File: src/rtl/l2_arbiter.sv
// Two-port arbiter (I-side prefetcher, D-side cache) onto a single L2 port, one outstanding transaction.
// Optional build macro L2_ARB_ROUND_ROBIN_EN: alternate the winner on simultaneous requests.
module l2_arbiter #(
    parameter int ADDR_W = 16,
    parameter int LINE_W = 128
) (
    input  logic              clk,
    input  logic              rst_n,

    input  logic              i_read,
    input  logic              i_write,
    input  logic [ADDR_W-1:0] i_address,
    input  logic [LINE_W-1:0] i_wdata,
    output logic              i_resp,
    output logic [LINE_W-1:0] i_rdata,

    input  logic              d_read,
    input  logic              d_write,
    input  logic [ADDR_W-1:0] d_address,
    input  logic [LINE_W-1:0] d_wdata,
    output logic              d_resp,
    output logic [LINE_W-1:0] d_rdata,

    output logic              l2_read,
    output logic              l2_write,
    output logic [ADDR_W-1:0] l2_address,
    output logic [LINE_W-1:0] l2_wdata,
    input  logic              l2_resp,
    input  logic [LINE_W-1:0] l2_rdata
);

    // state  | meaning
    // IDLE   | no grant, no L2 command
    // BUSY_I | I-side granted, waiting for l2_resp
    // BUSY_D | D-side granted, waiting for l2_resp
    typedef enum logic [1:0] {
        IDLE   = 2'b00,
        BUSY_I = 2'b01,
        BUSY_D = 2'b10
    } state_t;

    state_t              state_q, state_d;
    logic                read_q,  read_d;
    logic                write_q, write_d;
    logic [ADDR_W-1:0]   addr_q,  addr_d;
    logic [LINE_W-1:0]   wdata_q, wdata_d;

    logic i_pend;
    logic d_pend;
    logic tie_d_wins;
    logic grant_d;
    logic grant_i;

    assign i_pend = i_read | i_write;
    assign d_pend = d_read | d_write;

`ifdef L2_ARB_ROUND_ROBIN_EN
    localparam logic SIDE_I = 1'b0;
    localparam logic SIDE_D = 1'b1;

    logic last_grant_q, last_grant_d;

    // Tie goes to whichever side was not granted last.
    assign tie_d_wins = (last_grant_q == SIDE_I);

    always_comb begin
        last_grant_d = last_grant_q;
        if (grant_d) begin
            last_grant_d = SIDE_D;
        end else if (grant_i) begin
            last_grant_d = SIDE_I;
        end
    end

    always_ff @(posedge clk or negedge rst_n) begin
        if (!rst_n) begin
            last_grant_q <= SIDE_I;
        end else begin
            last_grant_q <= last_grant_d;
        end
    end
`else
    assign tie_d_wins = 1'b1;
`endif

    assign grant_d = (state_q == IDLE) && d_pend && (!i_pend || tie_d_wins);
    assign grant_i = (state_q == IDLE) && i_pend && !grant_d;

    always_comb begin
        state_d = state_q;
        read_d  = read_q;
        write_d = write_q;
        addr_d  = addr_q;
        wdata_d = wdata_q;
        unique case (state_q)
            IDLE: begin
                // A request carrying both read and write is issued as a write.
                if (grant_d) begin
                    state_d = BUSY_D;
                    write_d = d_write;
                    read_d  = d_read & ~d_write;
                    addr_d  = d_address;
                    wdata_d = d_wdata;
                end else if (grant_i) begin
                    state_d = BUSY_I;
                    write_d = i_write;
                    read_d  = i_read & ~i_write;
                    addr_d  = i_address;
                    wdata_d = i_wdata;
                end
            end
            BUSY_I, BUSY_D: begin
                if (l2_resp) begin
                    state_d = IDLE;
                    read_d  = 1'b0;
                    write_d = 1'b0;
                end
            end
            default: begin
                state_d = IDLE;
                read_d  = 1'b0;
                write_d = 1'b0;
            end
        endcase
    end

    always_ff @(posedge clk or negedge rst_n) begin
        if (!rst_n) begin
            state_q <= IDLE;
            read_q  <= 1'b0;
            write_q <= 1'b0;
            addr_q  <= '0;
            wdata_q <= '0;
        end else begin
            state_q <= state_d;
            read_q  <= read_d;
            write_q <= write_d;
            addr_q  <= addr_d;
            wdata_q <= wdata_d;
        end
    end

    assign l2_read    = read_q;
    assign l2_write   = write_q;
    assign l2_address = addr_q;
    assign l2_wdata   = wdata_q;

    // Data is broadcast; only the resp pulse tells a requester it is theirs.
    assign i_resp  = (state_q == BUSY_I) && l2_resp;
    assign d_resp  = (state_q == BUSY_D) && l2_resp;
    assign i_rdata = l2_rdata;
    assign d_rdata = l2_rdata;

endmodule

File: config.mk
export PLATFORM = sky130hd
export DESIGN_NAME = l2_arbiter
export DESIGN_NICKNAME = d
export VERILOG_FILES = /design/src/rtl/l2_arbiter.sv
export SDC_FILE = /design/constraint.sdc
export NUM_CORES = 1
export LEC_CHECK = 0
export CAP_MARGIN = 40
export CORE_AREA = 2 2 326 328
export CTS_CLUSTER_SIZE = 12
export DETAILED_ROUTE_END_ITERATION = 10
export DIE_AREA = 0 0 328 330
export GPL_TIMING_DRIVEN = 1
export SLEW_MARGIN = 20
export SYNTH_ARGS = -nofsm -noshare
export SYNTH_HDL_FRONTEND = slang
export SYNTH_SLANG_ARGS = --single-unit
File: constraint.sdc
create_clock -name clk -period 2.1 [get_ports clk]
set_clock_uncertainty 0.2 [all_clocks]
set_input_delay 0.21 -clock clk [delete_from_list [all_inputs] [get_ports clk]]
set_output_delay 0.21 -clock clk [all_outputs]
set_load 0.01 [all_outputs]
# Word level (Yosys, flattened, before mapping)
# Index checks and enable logic that the tools add are counted.
[op_classes]
n_eq_ne = 4
mux = 15
bitwise_logic = 6
reduce_logical = 11
[op_table]
columns = ["operator", "count"]
rows = [
  ["128-bit 2-to-1 mux", 2],
  ["16-bit 2-to-1 mux", 2],
  ["2-bit 2-to-1 mux", 3],
  ["1-bit logical AND", 5],
  ["1-bit 2-to-1 mux", 5],
  ["1-bit one-hot mux with 2 select lines", 2],
  ["2-bit one-hot mux with 2 select lines", 1],
  ["2-bit AND reduction", 2],
  ["3-bit inequality test (second input constant)", 1],
  ["1-bit AND", 2],
  ["2-bit by 1-bit equality test with 1-bit output (second input constant)", 1],
  ["2-bit equality test (second input constant)", 1],
  ["2-bit zero test", 1],
  ["2-bit inequality test (second input constant)", 1],
  ["1-bit inverter", 2],
  ["1-bit bitwise OR", 2],
  ["2-bit nonzero test", 1],
  ["2-bit OR reduction", 1],
  ["1-bit zero test", 1],
]
[totals]
register_bits = 148
word_cells = 41

# Logic depth before layout (Yosys ltp)
[logic_depth]
ltp_word = 7
depth_mapped = 8
depth_no_buf = 5

# Worst setup path after synthesis
# OpenSTA, ideal clock, no wires.
[synth_timing]
path_type = "register to register"
startpoint = "reg state_q[0]"
endpoint = "reg state_q[0]"
arrival_time_ns = 1.436
required_ns = 1.737
setup_slack_ns = 0.301
path_stages_with_launch = 6
n_path_buf = 0
synth_period_minus_slack_ns = 1.799
cell_sequence = "dfrtp_1 -> inv_1 -> ha_1 -> inv_1 -> o41ai_1 -> a22oi_1"
[synth_between]
elab_chain_cells = 6
[synth_lines]
columns = ["item", "line_no", "source"]
rows = [
  ["start, declared", "42", "state_t state_q, state_d;"],
  ["start signal, assigned", "135", "state_q <= state_d;"],
  ["2-bit zero test", "86, 87, 95", ""],
  ["1-bit logical AND", "86", "assign grant_d = (state_q == IDLE) && d_pend && (!i_pend || tie_d_wins);"],
  ["1-bit zero test", "87", "assign grant_i = (state_q == IDLE) && i_pend && !grant_d;"],
  ["1-bit logical AND", "87", ""],
  ["3-bit inequality test (no source line)", "n/a", ""],
  ["2-bit AND reduction (no source line)", "n/a", ""],
]
# Parallel ways exist; a longest one is shown, timed or not.
# A chain may end at the register's enable or synchronous reset.

# Final worst setup path
[layout_timing]
startpoint = "reg wdata_q[60], in the netlist l2_wdata[60]"
endpoint = "out l2_wdata[60]"
[layout_rtl]
columns = ["item", "line_no", "source"]
rows = [
  ["start, declared", "46", "logic [LINE_W-1:0] wdata_q, wdata_d;"],
  ["start signal, assigned", "139", "wdata_q <= wdata_d;"],
  ["end, declared", "27", "output logic [LINE_W-1:0] l2_wdata,"],
]
# No word-level cell between the ends.

==> impl_metrics.csv <==
group,metric,value,unit
status,status,"completed",
logic_synthesis,ys_seq_area_share,42.2,%
final_layout,nets,1565,
sta,finalCritPeriodShare,94.5,%
final_layout,n_fill_cell,11900,
worst_setup_path,startpoint_type,"register",
final_layout,final_area,14100,um2
logic_synthesis,yosysUniqueCellTypes,25,
logic_synthesis,synth_edf_count,0,
worst_setup_path,rrSetupSlack,0.16,ns
logic_synthesis,synthTopCellsByArea,"dfrtp_1, buf_4, mux2i_1",
route,drc,0,
sta,setup_violations,0,
final_layout,regArea,3700,um2
cts,clk_pin_slew,0.08,ns
worst_hold_path,holdCritPathClass,"in -> async",
grt,grt_pass1_vias,6964,
sta,maxSlewViolCount,0,
placed_design,dp.cells,2510,
worst_setup_path,worstPathArrival,1.57,ns
route,wl_per_cell,17.5,um
worst_setup_path,crit_path_max_incr_delay,0.67,ns
worst_setup_path,r2r_cells,8,
logic_synthesis,synth_common_cells,"buf_4, dfrtp_1, nand2_1",
run,max_cap_violations,0,
final_layout,drive_gt1_share,9.64,%
cts,clock_latency,0.48,ns
worst_setup_path,path_cells,"clkdlybuf4s50_1",
logic_synthesis,synth_fp_nets,1332,
sta,rsz0062_at_grt,"no",
floorplan,rows,119,
worst_setup_path,cp.depth,1,
logic_synthesis,synth_top_area_share,42.2,%
worst_setup_path,critPathMaxFanout,2,
route,wirelength,44500,um
worst_setup_path,critPathKind,"reg -> out",
sta,hold_viol_final,0,
floorplan,core_area,105000,um2
logic_synthesis,synth_area,8780,um2
placed_design,dpl-instance-area,13400,um2
worst_setup_path,cp.required,1.69,ns
logic_synthesis,async_flop_share,100,%
power,cellPowerDensity,1230,nW/um2
grt,grt_pass1_wl,57500,um
logic_synthesis,synth_area_per_cell,9.70,um2
logic_synthesis,synth-seq-cells,148,
worst_setup_path,worstSetupStartpoint,"l2_wdata[60]",
logic_synthesis,synth_ff_type,"dfrtp_1",
grt,antenna_found_initial,5,
grt,grt-ovfl-total,0,
floorplan,die_h,330,um
grt,gr-usage-all-layers,8.00,%
power,ir_drop,0.000551,V
final_layout,instances_no_fill,2546,
sta,tightest_slew,0.543,ns
logic_synthesis,synth_most_common_cell,"buf_4",
worst_setup_path,cp_top_family,"buffers and inverters",
cts,htreeDepth,4,
final_layout,syn_to_final_growth,60.4,%
floorplan,die_w,328,um
final_layout,post-route-util,13.5,%
cts,cts_setup_buffers,0,
sta,fin_setup_tns,0,ns
worst_setup_path,crit_buf_inv,1,
power,power.leakage,5.39,nW
cts,cts_made_buffers,17,
route,drtAntennaViolNets,0,
cts,clock-root-buffer,"clkbuf_16",
placed_design,globalplace.congestion,0.691,
sta,slew_headroom,63.8,%
sta,finalCriticalPeriod,1.98,ns
floorplan,ios,827,
worst_setup_path,crit_slowest_cell,"clkdlybuf4s50_1",
floorplan,initial_core_util,8.39,%
cts,cts_buffer_depth,2,
sta,timing.fmax,504,MHz
final_layout,multi_input_area,2880,um2
logic_synthesis,synth-warning-count,0,
logic_synthesis,syn_inst,906,
floorplan,die_area,108000,um2
route,vias_per_cell,2.72,
logic_synthesis,synth_area_leader_cell,"dfrtp_1",
cts,cts_tree,"done",
placed_design,hpwlAfterDp,37500,um
placed_design,io_buffers,442,
cts,cts.sinks,148,
route,drt_pass1_iterations,4,
route,vias,6928,
worst_setup_path,reg2reg_from,"state_q[0]",
grt,grt_max_degree,74,
worst_setup_path,end_kind,"primary output",
route,drtIter0Drc,251,
==> metrics by stage <==
step / total power [W] / setup WS, ns / hold slack, ns
3_5_place_dp: 0.0141 / -0.184 / 0.0571
4_1_cts: 0.0179 / 0.00121 / 0.0358
2_1_floorplan: 0.00877 / 0.301 / -0.286
3_3_place_gp: 0.0141 / -0.142 / 0.0527
5_1_grt: 0.0187 / 0.0202 / 0.0871
6_report: 0.0173 / 0.116 / 0.0739
==> routing by layer <==
metal | track usage (%) | part of all wire (%) | vias to the layer above
met5 | 0.609 | 0.24 | -
met4 | 5.05 | 5.0 | 4
met3 | 3.99 | 11 | 135
met2 | 11.5 | 43 | 488
met1 | 9.33 | 42 | 3068
li1 | - | - | 3233
==> state kept, by name (all words and copies together), names as in the netlist <==
| register | cells |
|---|---|
| l2_read | 1 |
| l2_address | 16 |
| l2_write | 1 |
| l2_wdata | 128 |
| state_q | 2 |
==> power breakdown <==
part           internal [W]  switching, W
registers           0.00428      0.000874
clock network       0.00212       0.00150
logic               0.00412       0.00444
==> placed cells by master (no fill, tap or decap), types with 2 or more instances in the layout <==
cell,synthesis,layout
clkdlybuf4s50_1,0,427
dfrtp_1,148,148
nand2_1,145,145
mux2i_1,144,144
o21ai_1,106,106
buf_4,269,66
o21ai_0,38,38
clkbuf_16,0,17
dlygate4sd2_1,0,12
buf_12,0,10
bufinv_16,0,5
diode_2,0,4
inv_1,4,4
inv_6,0,4
ha_1,3,3
clkinv_4,0,3
and2_1,2,2
a32o_1,2,2
==> timing repair <==
item,in CTS,in global routing
hold buffers,1,0
endpoints found under the hold margin,148,0
gates resized for setup,12,0
setup endpoints to repair,12,0
==> path summary, 6_finish.rpt <==
path	endpoint
worst min register to register	l2_address[2]
worst max-delay path	l2_wdata[60]
worst min-delay path	l2_wdata[0]
min in group clk	l2_wdata[21]
worst max register to register	l2_wdata[24]
max in group asynchronous	l2_wdata[53]
==> cells by family after synthesis <==
logic type / Yosys count / share of synthesized area [%]
mux: 144 / 16.4
simple gates: 151 / 6.57
fa+ha+maj: 3 / 0.427
buf+inv: 307 / 25.2
flops: 148 / 42.2
compound gates: 153 / 9.26
==> final cells by class <==
type,instances,share of cell area [%]
diodes,4,0.0710
clock buffers,17,3.02
clock inverters,14,1.59
inverters,4,0.107
multi-input cells,451,20.4
flip-flops and latches,148,26.3
well taps,1391,12.3
repair buffers,517,36.2
(Power assumes the default switching activity.)
